**config.mk**
```make
export PLATFORM = sky130hd
export DESIGN_NAME = conv_2_4_div_seq
export DESIGN_NICKNAME = d
export VERILOG_FILES = /design/src/rtl/conv_2_4_div_pkg.sv /design/src/rtl/conv_2_4_div_step.sv /design/src/rtl/conv_2_4_div_seq.sv
export SDC_FILE = /design/constraint.sdc
export NUM_CORES = 1
export LEC_CHECK = 0
export ABC_CLOCK_PERIOD_IN_PS = 2900
export CAP_MARGIN = 40
export CORE_AREA = 4 4 126 128
export DETAILED_ROUTE_END_ITERATION = 10
export DIE_AREA = 0 0 130 132
export GPL_TIMING_DRIVEN = 0
export PLACE_DENSITY = 0.68
export SYNTH_ARGS = -nofsm -noshare
export SYNTH_HDL_FRONTEND = slang
export SYNTH_HIERARCHICAL = 1
export SYNTH_SLANG_ARGS = --single-unit
```
**constraint.sdc**
```tcl
create_clock -name ap_clk -period 2.9 [get_ports ap_clk]
set_input_delay 0.58 -clock ap_clk [delete_from_list [all_inputs] [get_ports ap_clk]]
set_output_delay 0.58 -clock ap_clk [all_outputs]
set_load 0.02 [all_outputs]
```
**src/rtl/conv_2_4_div_pkg.sv**
```systemverilog
// Shared types and constants for the conv_2_4 sequential signed divider.
// Holds the FSM state encoding, default widths and quotient saturation limits.
package conv_2_4_div_pkg;

    localparam int unsigned DIVIDEND_W = 24;
    localparam int unsigned DIVISOR_W  = 8;
    localparam int unsigned QUOTIENT_W = 16;

    typedef enum logic [1:0] {
        IDLE,
        CALC,
        FIX,
        DONE
    } state_e;

    localparam logic signed [QUOTIENT_W-1:0] QMAX = {1'b0, {(QUOTIENT_W-1){1'b1}}};
    localparam logic signed [QUOTIENT_W-1:0] QMIN = {1'b1, {(QUOTIENT_W-1){1'b0}}};

    // Bits needed to hold the values 0 .. v-1.
    function automatic int unsigned clog2(input int unsigned v);
        int unsigned r;
        r = 0;
        while ((32'd1 << r) < v) begin
            r = r + 1;
        end
        return r;
    endfunction

    localparam int unsigned CNT_W = clog2(DIVIDEND_W);

endpackage

```
**src/rtl/conv_2_4_div_step.sv**
```systemverilog
// One restoring-division step: shift in the next dividend bit, then subtract
// the divisor magnitude when it fits, producing one quotient bit.
module conv_2_4_div_step
    import conv_2_4_div_pkg::*;
#(
    parameter int unsigned DIVISOR_WIDTH = DIVISOR_W
) (
    input  logic [DIVISOR_WIDTH:0]   rem_i,
    input  logic                     bit_i,
    input  logic [DIVISOR_WIDTH-1:0] dvsr_i,
    output logic [DIVISOR_WIDTH:0]   rem_o,
    output logic                     q_o
);

    logic [DIVISOR_WIDTH+1:0] shifted;
    logic [DIVISOR_WIDTH+1:0] dvsr_ext;

    // The partial remainder stays below |divisor|, so the top bit of the
    // difference is always zero and the cast back to DIVISOR_WIDTH+1 is lossless.
    always_comb begin
        shifted  = {rem_i, bit_i};
        dvsr_ext = {2'b00, dvsr_i};
        q_o      = (shifted >= dvsr_ext);
        rem_o    = (DIVISOR_WIDTH+1)'(q_o ? (shifted - dvsr_ext) : shifted);
    end

endmodule

```
**src/rtl/conv_2_4_div_seq.sv**
```systemverilog
// Sequential signed divider (restoring, one quotient bit per cycle) with
// valid/ready handshakes, quotient saturation and divide-by-zero reporting.
module conv_2_4_div_seq
    import conv_2_4_div_pkg::*;
#(
    parameter int unsigned DIVIDEND_WIDTH = DIVIDEND_W,
    parameter int unsigned DIVISOR_WIDTH  = DIVISOR_W,
    parameter int unsigned QUOTIENT_WIDTH = QUOTIENT_W
) (
    input  logic                      ap_clk,
    input  logic                      ap_rst_n,
    input  logic                      in_valid,
    output logic                      in_ready,
    input  logic [DIVIDEND_WIDTH-1:0] dividend,
    input  logic [DIVISOR_WIDTH-1:0]  divisor,
    output logic                      out_valid,
    input  logic                      out_ready,
    output logic [QUOTIENT_WIDTH-1:0] quotient,
    output logic [DIVISOR_WIDTH-1:0]  remainder,
    output logic                      ovf,
    output logic                      dz
);

    localparam int unsigned CW = clog2(DIVIDEND_WIDTH);

    localparam logic [DIVIDEND_WIDTH-1:0] POS_LIM =
        DIVIDEND_WIDTH'((64'd1 << (QUOTIENT_WIDTH-1)) - 64'd1);
    localparam logic [DIVIDEND_WIDTH-1:0] NEG_LIM =
        DIVIDEND_WIDTH'(64'd1 << (QUOTIENT_WIDTH-1));
    localparam logic [QUOTIENT_WIDTH-1:0] Q_MAX = {1'b0, {(QUOTIENT_WIDTH-1){1'b1}}};
    localparam logic [QUOTIENT_WIDTH-1:0] Q_MIN = {1'b1, {(QUOTIENT_WIDTH-1){1'b0}}};

    state_e                    state_q, state_d;
    logic [CW-1:0]             cnt_q, cnt_d;
    logic [DIVIDEND_WIDTH-1:0] dvd_q, dvd_d;
    logic [DIVIDEND_WIDTH-1:0] quo_q, quo_d;
    logic [DIVISOR_WIDTH:0]    pr_q, pr_d;
    logic [DIVISOR_WIDTH-1:0]  dvsr_q, dvsr_d;
    logic                      dvd_neg_q, dvd_neg_d;
    logic                      dvs_neg_q, dvs_neg_d;
    logic                      dz_flag_q, dz_flag_d;
    logic [QUOTIENT_WIDTH-1:0] quot_q, quot_d;
    logic [DIVISOR_WIDTH-1:0]  rem_q, rem_d;
    logic                      ovf_q, ovf_d;
    logic                      dz_q, dz_d;

    logic [DIVISOR_WIDTH:0]    step_rem;
    logic                      step_qbit;

    logic [DIVIDEND_WIDTH-1:0] dvd_abs;
    logic [DIVISOR_WIDTH-1:0]  dvs_abs;
    logic                      q_neg;
    logic [DIVIDEND_WIDTH-1:0] q_signed;
    logic                      sat_pos;
    logic                      sat_neg;
    logic [DIVISOR_WIDTH-1:0]  rem_signed;

    conv_2_4_div_step #(
        .DIVISOR_WIDTH(DIVISOR_WIDTH)
    ) u_step (
        .rem_i (pr_q),
        .bit_i (dvd_q[DIVIDEND_WIDTH-1]),
        .dvsr_i(dvsr_q),
        .rem_o (step_rem),
        .q_o   (step_qbit)
    );

    // Operand magnitudes; the most negative values map to 2^(W-1) as unsigned.
    always_comb begin
        dvd_abs = dividend[DIVIDEND_WIDTH-1] ? -dividend : dividend;
        dvs_abs = divisor[DIVISOR_WIDTH-1]   ? -divisor  : divisor;
    end

    // Sign application and saturation detection on the magnitude quotient.
    always_comb begin
        q_neg      = dvd_neg_q ^ dvs_neg_q;
        q_signed   = q_neg ? -quo_q : quo_q;
        sat_pos    = !q_neg && (quo_q > POS_LIM);
        sat_neg    = q_neg && (quo_q > NEG_LIM);
        rem_signed = dvd_neg_q ? -pr_q[DIVISOR_WIDTH-1:0] : pr_q[DIVISOR_WIDTH-1:0];
    end

    always_comb begin
        state_d   = state_q;
        cnt_d     = cnt_q;
        dvd_d     = dvd_q;
        quo_d     = quo_q;
        pr_d      = pr_q;
        dvsr_d    = dvsr_q;
        dvd_neg_d = dvd_neg_q;
        dvs_neg_d = dvs_neg_q;
        dz_flag_d = dz_flag_q;
        quot_d    = quot_q;
        rem_d     = rem_q;
        ovf_d     = ovf_q;
        dz_d      = dz_q;

        case (state_q)
            IDLE: begin
                if (in_valid) begin
                    dvd_d     = dvd_abs;
                    dvsr_d    = dvs_abs;
                    dvd_neg_d = dividend[DIVIDEND_WIDTH-1];
                    dvs_neg_d = divisor[DIVISOR_WIDTH-1];
                    dz_flag_d = (divisor == '0);
                    pr_d      = '0;
                    quo_d     = '0;
                    cnt_d     = CW'(DIVIDEND_WIDTH-1);
                    state_d   = CALC;
                end
            end
            CALC: begin
                pr_d  = step_rem;
                quo_d = {quo_q[DIVIDEND_WIDTH-2:0], step_qbit};
                dvd_d = dvd_q << 1;
                cnt_d = cnt_q - CW'(1);
                if (cnt_q == '0) begin
                    state_d = FIX;
                end
            end
            FIX: begin
                // A zero divisor still ran the full count; its result is discarded here.
                if (dz_flag_q) begin
                    quot_d = dvd_neg_q ? Q_MIN : Q_MAX;
                    rem_d  = '0;
                    ovf_d  = 1'b0;
                    dz_d   = 1'b1;
                end else begin
                    rem_d = rem_signed;
                    dz_d  = 1'b0;
                    if (sat_pos) begin
                        quot_d = Q_MAX;
                        ovf_d  = 1'b1;
                    end else if (sat_neg) begin
                        quot_d = Q_MIN;
                        ovf_d  = 1'b1;
                    end else begin
                        quot_d = QUOTIENT_WIDTH'(q_signed);
                        ovf_d  = 1'b0;
                    end
                end
                state_d = DONE;
            end
            DONE: begin
                if (out_ready) begin
                    state_d = IDLE;
                end
            end
            default: state_d = IDLE;
        endcase
    end

    always_ff @(posedge ap_clk or negedge ap_rst_n) begin
        if (!ap_rst_n) begin
            state_q   <= IDLE;
            cnt_q     <= '0;
            dvd_q     <= '0;
            quo_q     <= '0;
            pr_q      <= '0;
            dvsr_q    <= '0;
            dvd_neg_q <= 1'b0;
            dvs_neg_q <= 1'b0;
            dz_flag_q <= 1'b0;
            quot_q    <= '0;
            rem_q     <= '0;
            ovf_q     <= 1'b0;
            dz_q      <= 1'b0;
        end else begin
            state_q   <= state_d;
            cnt_q     <= cnt_d;
            dvd_q     <= dvd_d;
            quo_q     <= quo_d;
            pr_q      <= pr_d;
            dvsr_q    <= dvsr_d;
            dvd_neg_q <= dvd_neg_d;
            dvs_neg_q <= dvs_neg_d;
            dz_flag_q <= dz_flag_d;
            quot_q    <= quot_d;
            rem_q     <= rem_d;
            ovf_q     <= ovf_d;
            dz_q      <= dz_d;
        end
    end

    assign in_ready  = (state_q == IDLE);
    assign out_valid = (state_q == DONE);
    assign quotient  = quot_q;
    assign remainder = rem_q;
    assign ovf       = ovf_q;
    assign dz        = dz_q;

endmodule

```
Yosys cells after proc, flatten, opt, wreduce, memory -nomap -nowiden
Cells that the tools add are included.
W data, S select, Z words.
{ "word_totals": {"latch_bits": 0, "mem_bits_rw": 0, "out_inout_bits": 28, "mem_count": 0, "input_bits": 36, "rom_bits": 0, "reg_bits": 101, "elab_cells": 65} }
{ "classes": {"n_addsub": 6, "muxes": 26, "bitwise": 1, "n_eq_ne": 6, "shifts": 0, "reduce_logical": 10, "mul": 0, "div": 0, "order_cmp": 3} }
{ "op_table": {"columns": ["cell", "n"], "rows": [
  ["$pmux W24 S2", 2],
  ["$mux W16", 5],
  ["$mux W24", 3],
  ["$gt A24 B15 Y1 const B", 1],
  ["$gt A24 B16 Y1 const B", 1],
  ["$mux W8", 3],
  ["$neg A24 Y24", 1],
  ["$mux W9", 2],
  ["$pmux W9 S2", 1],
  ["$neg A16 Y16", 1],
  ["$neg A8 Y8", 2],
  ["$ge A10 B8 Y1", 1],
  ["$pmux W5 S2", 1],
  ["$sub A9 B8 Y9", 1],
  ["$logic_not A8 Y1", 1],
  ["$pmux W2 S4", 1],
  ["$mux W2", 3],
  ["$logic_not A5 Y1", 1],
  ["$mux W5", 1],
  ["$sub A5 B1 Y5 const B", 1],
  ["$eq A2 B2 Y1 const B", 2],
  ["$mux W1", 4],
  ["$ne A2 B2 Y1 const B", 2],
  ["$reduce_and A2 Y1", 2],
  ["other kinds (8)", 9]
]} }

Longest topological paths before layout
Gate-level depths: netlist (run 1).
{ "depth": {"word_depth": 5, "depth_mapped": 11, "ltp_nobuf": 10} }

Cells and area by module
Netlist (run 1), hierarchy kept.
{ "by_module_without_submodules": {"columns": ["mod", "n_inst", "seq_area_each_um2", "cells_per_inst", "area_per_inst_um2"], "rows": [
  ["conv_2_4_div_seq", 1, 2527.4, 548, 5268.8],
  ["conv_2_4_div_step", 1, 0.0, 75, 523.0]
]} }

Worst setup path after synthesis (run 1)
OpenSTA, ideal clock, no wires.
{ "synth_timing": {"kind": "in2reg", "startpoint": "input dividend[14]", "endpoint": "register dvd_q[23]", "setup_slack_ns": 0.381, "path_stages": 6, "arrival_ns": 2.441, "t_required_ns": 2.823, "path_buffers": 1, "setup_time_ns": 0.077, "cell_sequence": "or3_1 or3b_1 clkbuf_4 or4_1 or4_1 a21oi_1"} }
{ "synth_via": {"elab_chain_cells": 4} }
{ "synth_lines": {"columns": ["item", "line_no", "rtl"], "rows": [
  ["start: declaration", "conv_2_4_div_seq.sv:14", "input logic [DIVIDEND_WIDTH-1:0] dividend,"],
  ["$neg A24 Y24", "conv_2_4_div_seq.sv:70", "dvd_abs = dividend[DIVIDEND_WIDTH-1] ? -dividend : dividend;"],
  ["$mux W24", "conv_2_4_div_seq.sv:70", null],
  ["$mux W24", "conv_2_4_div_seq.sv:100", "if (in_valid) begin"],
  ["$pmux W24 S2", "conv_2_4_div_seq.sv:98", "case (state_q)"],
  ["end signal: assignment", "conv_2_4_div_seq.sv:171", "dvd_q <= dvd_d;"],
  ["end: declaration", "conv_2_4_div_seq.sv:35", "logic [DIVIDEND_WIDTH-1:0] dvd_q, dvd_d;"]
]} }
Every way passes these cells. The select of a mux whose other input is x is not followed.
A chain may end at the register's enable or synchronous reset.

Final worst setup path (run 1)
{ "layout_timing": {"startpoint": "input dividend[15]", "endpoint": "register dvd_q[23]"} }
The elaborated chain is that of the path after synthesis.

==> results of run 1 <==
## power by group
group / switching, W / internal [W]
clock: 0.000549 / 0.000786
combinational: 0.00237 / 0.00164
sequential: 0.000326 / 0.00187
total: 0.00325 / 0.00430
## worst paths after layout
| kind | startpoint | endpoint | slack [ns] |
|---|---|---|---|
| max | dividend[15] | dvd_q[23] | 0.07 |
| min | ap_rst_n | pr_q[7] | 0.22 |
| max reg2reg | state_q[0] | dvd_q[0] | 0.38 |
| min reg2reg | dvsr_q[3] | dvsr_q[3] | 0.48 |
| max in group asynchronous | ap_rst_n | dvd_q[2] | 2.02 |
| min in group ap_clk | dvsr_q[3] | dvsr_q[3] | 0.48 |
## cells in the mapped netlist, types with 12 or more instances
cell and n:
o31ai_1 13, o22ai_1 12, inv_1 51, o221ai_1 16, a22o_1 26, dfrtp_1 101
xnor2_1 18, ha_1 18, xor2_1 29, a21oi_1 40, clkbuf_1 24, nand2_1 50
nor2_1 42, o21ai_0 52
## registers in the layout, summed over array words and instances (netlist names), 2 cells and up
| register | flops |
|---|---|
| quotient | 16 |
| dvsr_q | 8 |
| dvd_q | 24 |
| quo_q | 24 |
| cnt_q | 5 |
| remainder | 8 |
| state_q | 2 |
| pr_q | 9 |
## cell families after synthesis
| logic type | after synthesis | share of synthesized area (%) |
|---|---|---|
| muxes | 10 | 1.79 |
| AOI/OAI and AO/OA | 195 | 22.1 |
| and+or+nand+nor | 167 | 14.9 |
| adders and majority gates | 19 | 4.23 |
| DFF | 101 | 43.6 |
| xor gates and xnor gates | 47 | 7.11 |
| buffers and inverters | 84 | 6.16 |
## through the flow
step	utilization (%)	hold WS [ns]	cell area (sq um)	TNS [ns]	cells
floorplan	-	0.284	5790	0	623
global placement	44.7	0.466	6640	-239.14	872
detailed placement	44.8	0.472	6660	-0.316	873
CTS	47.0	0.229	6990	0	889
global route	47.1	0.257	7000	0	889
finish	47.1	0.221	7000	0	889
## what timing repair did
item                                    4_1_cts  5_1_grt
gates resized for setup                       0        1
hold buffers                                  0        0
endpoints found under the setup margin        0        1
## per-layer routing
metal / track usage (%) / vias up / share of wire (%)
met5: 0 / - / 0
met4: 6.70 / 0 / 1.7
met3: 2.88 / 16 / 5.5
met2: 26.0 / 159 / 47
met1: 23.0 / 2339 / 46
li1: - / 2388 / -
## final cells by class
cell class	count	area [sq um]	area share [%]
clock inverters	6	91.3	1.30
well taps	188	235	3.36
inverters	51	191	2.74
repair buffers	62	636	9.08
flip-flops and latches	101	2530	36.1
multi-input cells	438	2910	41.6
clock buffers	10	239	3.41
plain buffers	33	165	2.36
## worst max-delay path: stages
cell,delay [ns]
clkdlybuf4s50_1,0.50
or4_4,0.58
or3_4,0.35
or4_1,0.51
or4_1,0.43
a21oi_1,0.15
==> flow_metrics.env, run 1 <==
export IMPL_cts_tree="built"
export IMPL_chipHeight_um=132
export IMPL_cts_max_level=3
export IMPL_hold_class="primary input to asynchronous set/reset pin"
export IMPL_wl_per_cell_um=15.6
export IMPL_synth_seq_cells=101
export IMPL_reg2reg_depth=8
export IMPL_worstPathArrival_ns=3.11
export IMPL_final_common_cell="dfrtp_1"
export IMPL_final_layout_size_suffix_gt1_share_pct=5.85
export IMPL_cp_required_ns=3.17
export IMPL_fmax_mhz=353
export IMPL_drt_pass1_iterations=5
export IMPL_layout_nets=751
export IMPL_drc=0
export IMPL_cts_root_buf="clkbuf_16"
export IMPL_synth_main_ff_cell="dfrtp_1"
export IMPL_synth_edf_count=0
export IMPL_die_area_sq_mm=0.0172
export IMPL_postCtsSetupBuffers=0
export IMPL_synth_cell_area_sq_mm=0.00579
export IMPL_cts_sinks=101
export IMPL_vias=4902
export IMPL_mappedNetlistNets=678
export IMPL_finalClockSkew_ns=0.00898
export IMPL_ir_worst_vdd_mv=0.361
export IMPL_via_per_inst=5.51
export IMPL_grt_max_degree=63
export IMPL_grt_first_pass_wirelength_mm=23.4
export IMPL_start_kind="primary input"
export IMPL_post_place_ws_ns=-0.280
export IMPL_dp_hpwl_mm=10.4
export IMPL_synth_seq_area_share_pct=43.6
export IMPL_tightest_slew_ns=0.731
export IMPL_yosys_cell_types_count=61
export IMPL_crit_type="primary input to flop"
export IMPL_gp_congestion=0.894
export IMPL_netlist_area_leader_share_pct=43.6
export IMPL_status="finished clean"
export IMPL_nFillCells=1417
export IMPL_clockBufferDepth=2
export IMPL_fp_row_count=45
export IMPL_yosysTopAreaCell="dfrtp_1"
export IMPL_p_per_area_mw_per_mm2=1080
export IMPL_antenna_found_initial=0
export IMPL_start_util_pct=39.0
export IMPL_slew_headroom_pct=50.9
export IMPL_syn_area_per_cell_sq_um=9.30
export IMPL_fin_ws_ns=0.0688
export IMPL_rsz0062_at_grt="no"
export IMPL_hold_viol_final=0
export IMPL_core_area_sq_mm=0.0149
export IMPL_yosysWarnings=6
export IMPL_diodes=0
export IMPL_p_leak_nw=2.98
export IMPL_grtUsageTotal_pct=16.7
export IMPL_fin_crit_sh_pct=97.6
export IMPL_most_common_layout_cells="dfrtp_1, clkdlybuf4s50_1, o21ai_0"
export IMPL_overflow=0
export IMPL_areaGrowthSynthToFinish_pct=20.8
export IMPL_crit_path_end_kind="flop"
export IMPL_synth_async_reset_ratio_pct=100
export IMPL_cp_max_fo=5
export IMPL_io_pins=64
export IMPL_grt_pass1_vias=4924
export IMPL_power_w=0.00755
export IMPL_max_cap_violations=0
export IMPL_ys_top_cells_by_area="dfrtp_1, o21ai_0, xor2_1"
export IMPL_routed_wl_mm=13.9
export IMPL_maxSlewViolCount=0
export IMPL_period_minus_slack_ns=2.83
export IMPL_io_buffers=61
export IMPL_drtAntennaViolNets=0
export IMPL_cts_buffers=9
export IMPL_clk_pin_slew_worst_paths_ns=0.07
export IMPL_die_w_um=130
export IMPL_syn_inst=623
export IMPL_setup_viol=0
export IMPL_drt_iter0_drc=295
export IMPL_clock_latency_ns=0.35
Note: power is estimated with default switching activity, not from simulation.
==> run 2, diff against run 1 <==
--- a/config.mk
+++ b/config.mk
@@ -5,7 +5,7 @@
 export SDC_FILE = /design/constraint.sdc
 export NUM_CORES = 1
 export LEC_CHECK = 0
-export ABC_CLOCK_PERIOD_IN_PS = 2900
+export ABC_CLOCK_PERIOD_IN_PS = 2800
 export CAP_MARGIN = 40
 export CORE_AREA = 4 4 126 128
 export DETAILED_ROUTE_END_ITERATION = 10
==> constraint.sdc (replaced) <==
create_clock -name ap_clk -period 2.8 [get_ports ap_clk]
set_input_delay 0.56 -clock ap_clk [delete_from_list [all_inputs] [get_ports ap_clk]]
set_output_delay 0.56 -clock ap_clk [all_outputs]
set_load 0.02 [all_outputs]
==> flow_metrics.env, run 2 (same netlist as run 1, synthesis figures left out) <==
export IMPL_power_share_combinational_pct=53.2
export IMPL_fin_ws_ns=0.0344
export IMPL_final_layout_size_suffix_gt1_share_pct=5.99
export IMPL_slew_headroom_pct=52.0
export IMPL_p_per_area_mw_per_mm2=1120
export IMPL_gp_congestion=0.894
export IMPL_internal_power_w=0.00445
export IMPL_switching_share_pct=43.1
export IMPL_clock_latency_ns=0.35
export IMPL_fin_crit_sh_pct=98.8
export IMPL_post_place_ws_ns=-0.360
export IMPL_status="finished clean"
export IMPL_routed_wl_mm=13.8
export IMPL_cp_required_ns=3.08
export IMPL_ir_worst_vdd_mv=0.377
export IMPL_fmax_mhz=362
export IMPL_postCtsSetupBuffers=0
export IMPL_diodes=0
export IMPL_via_per_inst=5.48
export IMPL_final_common_cell="dfrtp_1"
export IMPL_max_cap_violations=0
export IMPL_drc=0
export IMPL_drt_iter0_drc=299
export IMPL_start_kind="primary input"
export IMPL_cp_max_fo=7
export IMPL_cts_root_buf="clkbuf_16"
export IMPL_cts_tree="built"
export IMPL_chipHeight_um=132
export IMPL_clockBufferDepth=2
export IMPL_drtAntennaViolNets=0
export IMPL_switchingPower_w=0.00337
export IMPL_crit_type="primary input to flop"
export IMPL_sequentialPowerShare_pct=29.1
export IMPL_nFillCells=1412
export IMPL_final_area_sq_mm=0.00701
export IMPL_wl_per_cell_um=15.5
export IMPL_overflow=0
export IMPL_io_pins=64
export IMPL_dpl_cell_area_sq_mm=0.00666
export IMPL_period_minus_slack_ns=2.77
export IMPL_clk_pin_slew_worst_paths_ns=0.07
export IMPL_grt_max_degree=63
export IMPL_most_common_layout_cells="dfrtp_1, clkdlybuf4s50_1, o21ai_0"
export IMPL_dp_hpwl_mm=10.4
export IMPL_cts_resized=0
export IMPL_finalClockSkew_ns=0.00758
export IMPL_grtUsageTotal_pct=16.7
export IMPL_areaGrowthSynthToFinish_pct=21.0
export IMPL_core_area_sq_mm=0.0149
export IMPL_vias=4875
export IMPL_antenna_found_initial=0
export IMPL_drt_pass1_iterations=5
export IMPL_hold_class="primary input to asynchronous set/reset pin"
export IMPL_maxSlewViolCount=0
export IMPL_cts_sinks=101
export IMPL_setup_viol=0
export IMPL_fp_row_count=45
export IMPL_power_frac_clock_pct=17.7
export IMPL_p_leak_nw=3.00
export IMPL_die_w_um=130
export IMPL_tightest_slew_ns=0.715
export IMPL_cts_buffers=9
export IMPL_cts_hold_buf=0
export IMPL_postLayoutCoreUtil_pct=47.2
export IMPL_grt_pass1_vias=4924
export IMPL_worstPathArrival_ns=3.04
export IMPL_start_util_pct=39.0
export IMPL_crit_path_end_kind="flop"
export IMPL_grt_first_pass_wirelength_mm=23.4
export IMPL_die_area_sq_mm=0.0172
export IMPL_io_buffers=61
export IMPL_layout_nets=751
export IMPL_cts_max_level=3
export IMPL_reg2reg_depth=8
export IMPL_hold_viol_final=0
## run 2: layer usage
| layer | share of wire, % | routed length, um | vias to the layer above | GRT usage, % |
|---|---|---|---|---|
| met5 | 0 | 0 | - | 0 |
| met4 | 1.8 | 242 | 0 | 6.70 |
| met3 | 5.7 | 782 | 16 | 2.88 |
| met2 | 47 | 6450 | 157 | 26.0 |
| met1 | 46 | 6350 | 2320 | 23.0 |
| li1 | - | - | 2382 | - |
## run 2: final cells by class
cell class,count,area [sq um],area share (%)
Sequential cell,101,2530,36.1
Multi-Input combinational cell,438,2920,41.6
Clock buffer,10,239,3.41
Buffer,33,165,2.36
Tap cell,188,235,3.36
Clock inverter,6,91.3,1.30
Timing Repair Buffer,62,641,9.14
Inverter,51,191,2.73
## run 2: worst max-delay path: stages
cell and delay [ns]:
clkdlybuf4s50_1 0.47, or3_4 0.42, or3b_1 0.37, clkbuf_4 0.17, or4_1 0.47, or4_1 0.43
a21oi_1 0.15
## run 2: worst paths after layout
check / start / end / slack [ns]
max: dividend[14] / dvd_q[23] / 0.03
min: ap_rst_n / pr_q[7] / 0.19
max reg2reg: state_q[0] / dvd_q[0] / 0.26
min reg2reg: dvsr_q[3] / dvsr_q[3] / 0.48
max in group asynchronous: ap_rst_n / dvd_q[2] / 1.95
min in group ap_clk: dvsr_q[3] / dvsr_q[3] / 0.48
## run 2: power by group through the flow
stage / Sequential [W] / Combinational, W / Clock [W]
final: 0.00228 / 0.00416 / 0.00138
after global routing: 0.00234 / 0.00463 / 0.00147
after CTS: 0.00228 / 0.00415 / 0.00141
after detailed placement: 0.00230 / 0.00413 / 0
after global placement: 0.00228 / 0.00402 / 0
after floorplan: 0.00237 / 0.00285 / 0
## run 2: per-stage QoR
stage               hold WS, ns  instances  TNS, ns  power [W]
floorplan                 0.264        623        0    0.00522
CTS                       0.209        889        0    0.00784
global placement          0.466        872  -247.39    0.00630
global route              0.237        889  -0.0288    0.00845
detailed placement        0.472        873   -0.621    0.00644
finish                    0.190        889        0    0.00782
==> run 3, diff against run 2 <==
--- a/config.mk
+++ b/config.mk
@@ -7,12 +7,11 @@
 export LEC_CHECK = 0
 export ABC_CLOCK_PERIOD_IN_PS = 2800
 export CAP_MARGIN = 40
-export CORE_AREA = 4 4 126 128
+export CORE_AREA = 4 4 125 127
 export DETAILED_ROUTE_END_ITERATION = 10
-export DIE_AREA = 0 0 130 132
+export DIE_AREA = 0 0 129 131
 export GPL_TIMING_DRIVEN = 0
 export PLACE_DENSITY = 0.68
 export SYNTH_ARGS = -nofsm -noshare
 export SYNTH_HDL_FRONTEND = slang
-export SYNTH_HIERARCHICAL = 1
 export SYNTH_SLANG_ARGS = --single-unit
==> flow_metrics.env, run 3 <==
export IMPL_crit_slowest_cell="fa_1"
export IMPL_maxSlewViolCount=0
export IMPL_max_cap_violations=0
export IMPL_clock_latency_ns=0.35
export IMPL_worstReg2RegStart="dvd_q[23]"
export IMPL_reg2reg_depth=10
export IMPL_netlist_area_leader_share_pct=44.4
export IMPL_syn_inst=591
export IMPL_postCtsSetupBuffers=0
export IMPL_rsz0062_at_grt="no"
export IMPL_clk_pin_slew_worst_paths_ns=0.07
export IMPL_path_cells="inv_1, ha_1, inv_1, fa_1, nand3_1, a31oi_1, nor4_4, buf_2, mux2i_1, o22ai_1"
export IMPL_worstReg2RegEnd="pr_q[1]"
export IMPL_fin_ws_ns=0.170
export IMPL_synth_main_ff_cell="dfrtp_1"
export IMPL_slew_headroom_pct=44.1
export IMPL_cp_required_ns=3.01
export IMPL_mappedNetlistNets=646
export IMPL_hold_class="primary input to asynchronous set/reset pin"
export IMPL_io_buffers=61
export IMPL_drt_iter0_drc=321
export IMPL_cts_resized=0
export IMPL_synth_seq_cells=101
export IMPL_syn_area_per_cell_sq_um=9.63
export IMPL_grt_first_pass_wirelength_mm=23.5
export IMPL_dp_hpwl_mm=10.3
export IMPL_synth_commonest_cells="dfrtp_1, o21ai_0, inv_1"
export IMPL_vias=4784
export IMPL_p_leak_nw=2.92
export IMPL_fin_crit_sh_pct=93.9
export IMPL_setup_viol=0
export IMPL_yosysWarnings=0
export IMPL_die_w_um=129
export IMPL_fmax_mhz=380
export IMPL_grt_pass1_vias=4775
export IMPL_synth_edf_count=0
export IMPL_most_common_layout_cells="dfrtp_1, clkdlybuf4s50_1, o21ai_0"
export IMPL_drc=0
export IMPL_cts_tree="built"
export IMPL_layout_nets=719
export IMPL_routed_wl_mm=13.7
export IMPL_synth_async_reset_ratio_pct=100
export IMPL_yosys_cell_types_count=58
export IMPL_power_w=0.00788
export IMPL_cts_sinks=101
export IMPL_rrSetupSlack_ns=0.17
export IMPL_synth_cell_area_sq_mm=0.00569
export IMPL_tightest_slew_ns=0.836
export IMPL_yosysTopAreaCell="dfrtp_1"
export IMPL_cts_buffers=9
export IMPL_final_layout_size_suffix_gt1_share_pct=4.48
export IMPL_cp_max_fo=10
export IMPL_clockBufferDepth=2
export IMPL_post_place_ws_ns=-0.123
export IMPL_die_area_sq_mm=0.0169
export IMPL_gp_congestion=0.939
export IMPL_fp_row_count=44
export IMPL_final_area_sq_mm=0.00690
export IMPL_grt_max_degree=66
export IMPL_grtUsageTotal_pct=17.2
export IMPL_start_util_pct=39.5
export IMPL_synth_seq_area_share_pct=44.4
export IMPL_chipHeight_um=131
export IMPL_via_per_inst=5.61
export IMPL_ir_worst_vdd_mv=0.593
export IMPL_diodes=0
export IMPL_p_per_area_mw_per_mm2=1140
export IMPL_cpPeakStageDelay_ns=0.41
export IMPL_start_kind="flop"
export IMPL_hold_ws_ns=0.175
export IMPL_path_common_cell="inv_1"
export IMPL_hold_viol_final=0
export IMPL_crit_type="flop to flop"
export IMPL_cts_max_level=3
export IMPL_final_common_cell="dfrtp_1"
export IMPL_core_area_sq_mm=0.0144
export IMPL_period_minus_slack_ns=2.63
export IMPL_synth_most_common_cell="dfrtp_1"
export IMPL_wl_per_cell_um=16.0
export IMPL_antenna_found_initial=0
export IMPL_overflow=0
export IMPL_io_pins=64
export IMPL_areaGrowthSynthToFinish_pct=21.1
export IMPL_status="finished clean"
export IMPL_dpl_cell_area_sq_mm=0.00656
export IMPL_drtAntennaViolNets=0
export IMPL_worstPathArrival_ns=2.84
export IMPL_cts_root_buf="clkbuf_16"
export IMPL_nFillCells=1356
export IMPL_drt_pass1_iterations=5
export IMPL_crit_path_end_kind="flop"
export IMPL_ys_top_cells_by_area="dfrtp_1, xor2_1, o21ai_0"
export IMPL_cts_hold_buf=0
export IMPL_finalClockSkew_ns=0.00890
## run 3: cell types whose count changed after synthesis, moves of 4 or more
cell      change
nor4_1        +4
a21oi_1      -22
nor2_1       -24
a22oi_1      +18
nand2_1      -12
or4_1         -5
nand3_1       +6
nor2b_1       +6
xor2_1        +6
a21boi_0      -6
## run 3: worst max-delay path, delay by kind of cell, from the launching register on
| kind | cells | cell delay [ns] |
|---|---|---|
| buffers and inverters | 3 | 0.46 |
| AOI/OAI and AO/OA | 2 | 0.25 |
| adders and majority gates | 2 | 0.60 |
| and+or+nand+nor | 2 | 0.57 |
| muxes | 1 | 0.21 |
| DFF | 1 | 0.40 |
## run 3: report_power, final
group | total [W] | switching (W) | internal, W
registers | 0.00241 | 0.000432 | 0.00198
logic | 0.00410 | 0.00242 | 0.00168
clock network | 0.00137 | 0.000537 | 0.000833
total | 0.00788 | 0.00339 | 0.00450
## run 3: how the worst max path moves through the flow
stage | startpoint | end | slack (ns) | cells after the start
6_report | dvd_q[23] | pr_q[1] | 0.17 | 10
5_1_grt | dvd_q[23] | pr_q[1] | 0.02 | 10
3_5_place_dp | dividend[12] | dvd_q[21] | -0.12 | 6
4_1_cts | dvd_q[23] | pr_q[1] | 0.06 | 10
3_3_place_gp | ap_rst_n | dvd_q[10] | -2.51 | 1
2_1_floorplan | dvd_q[23] | pr_q[1] | 0.43 | 10
## run 3: cell families after synthesis
logic type | after synthesis | synth area share [%]
AO/OA/AOI/OAI | 194 | 23.9
multiplexers | 8 | 1.45
adder cells (fa/ha/maj) | 19 | 4.31
flip-flops | 101 | 44.4
AND/OR/NAND/NOR | 136 | 12.5
XOR/XNOR | 52 | 8.00
buffers and inverters | 81 | 5.45
## run 3: area by class of cell
class                   count  area, sq um  area share, %
clock inverters             3         67.6          0.980
multi-input cells         409         2860           41.5
inverters                  51          191           2.78
clock buffers              13          260           3.77
plain buffers              30          120           1.74
repair buffers             62          636           9.22
flip-flops and latches    101         2530           36.7
well taps                 184          230           3.34
## run 3: metal layers
layer	up-vias	GRT usage [%]	routed length, um
met1	2321	23.0	6360
met4	0	4.45	153
li1	2313	-	-
met3	15	3.86	686
met5	-	0	0
met2	135	28.3	6480
## run 3: stage by stage
step | setup TNS [ns] | std cells | utilization, %
6_report | 0 | 853 | 47.8
5_1_grt | 0 | 853 | 47.8
4_1_cts | 0 | 853 | 47.7
3_5_place_dp | -0.325 | 837 | 45.5
3_3_place_gp | -252.17 | 836 | 45.3
2_1_floorplan | 0 | 591 | -
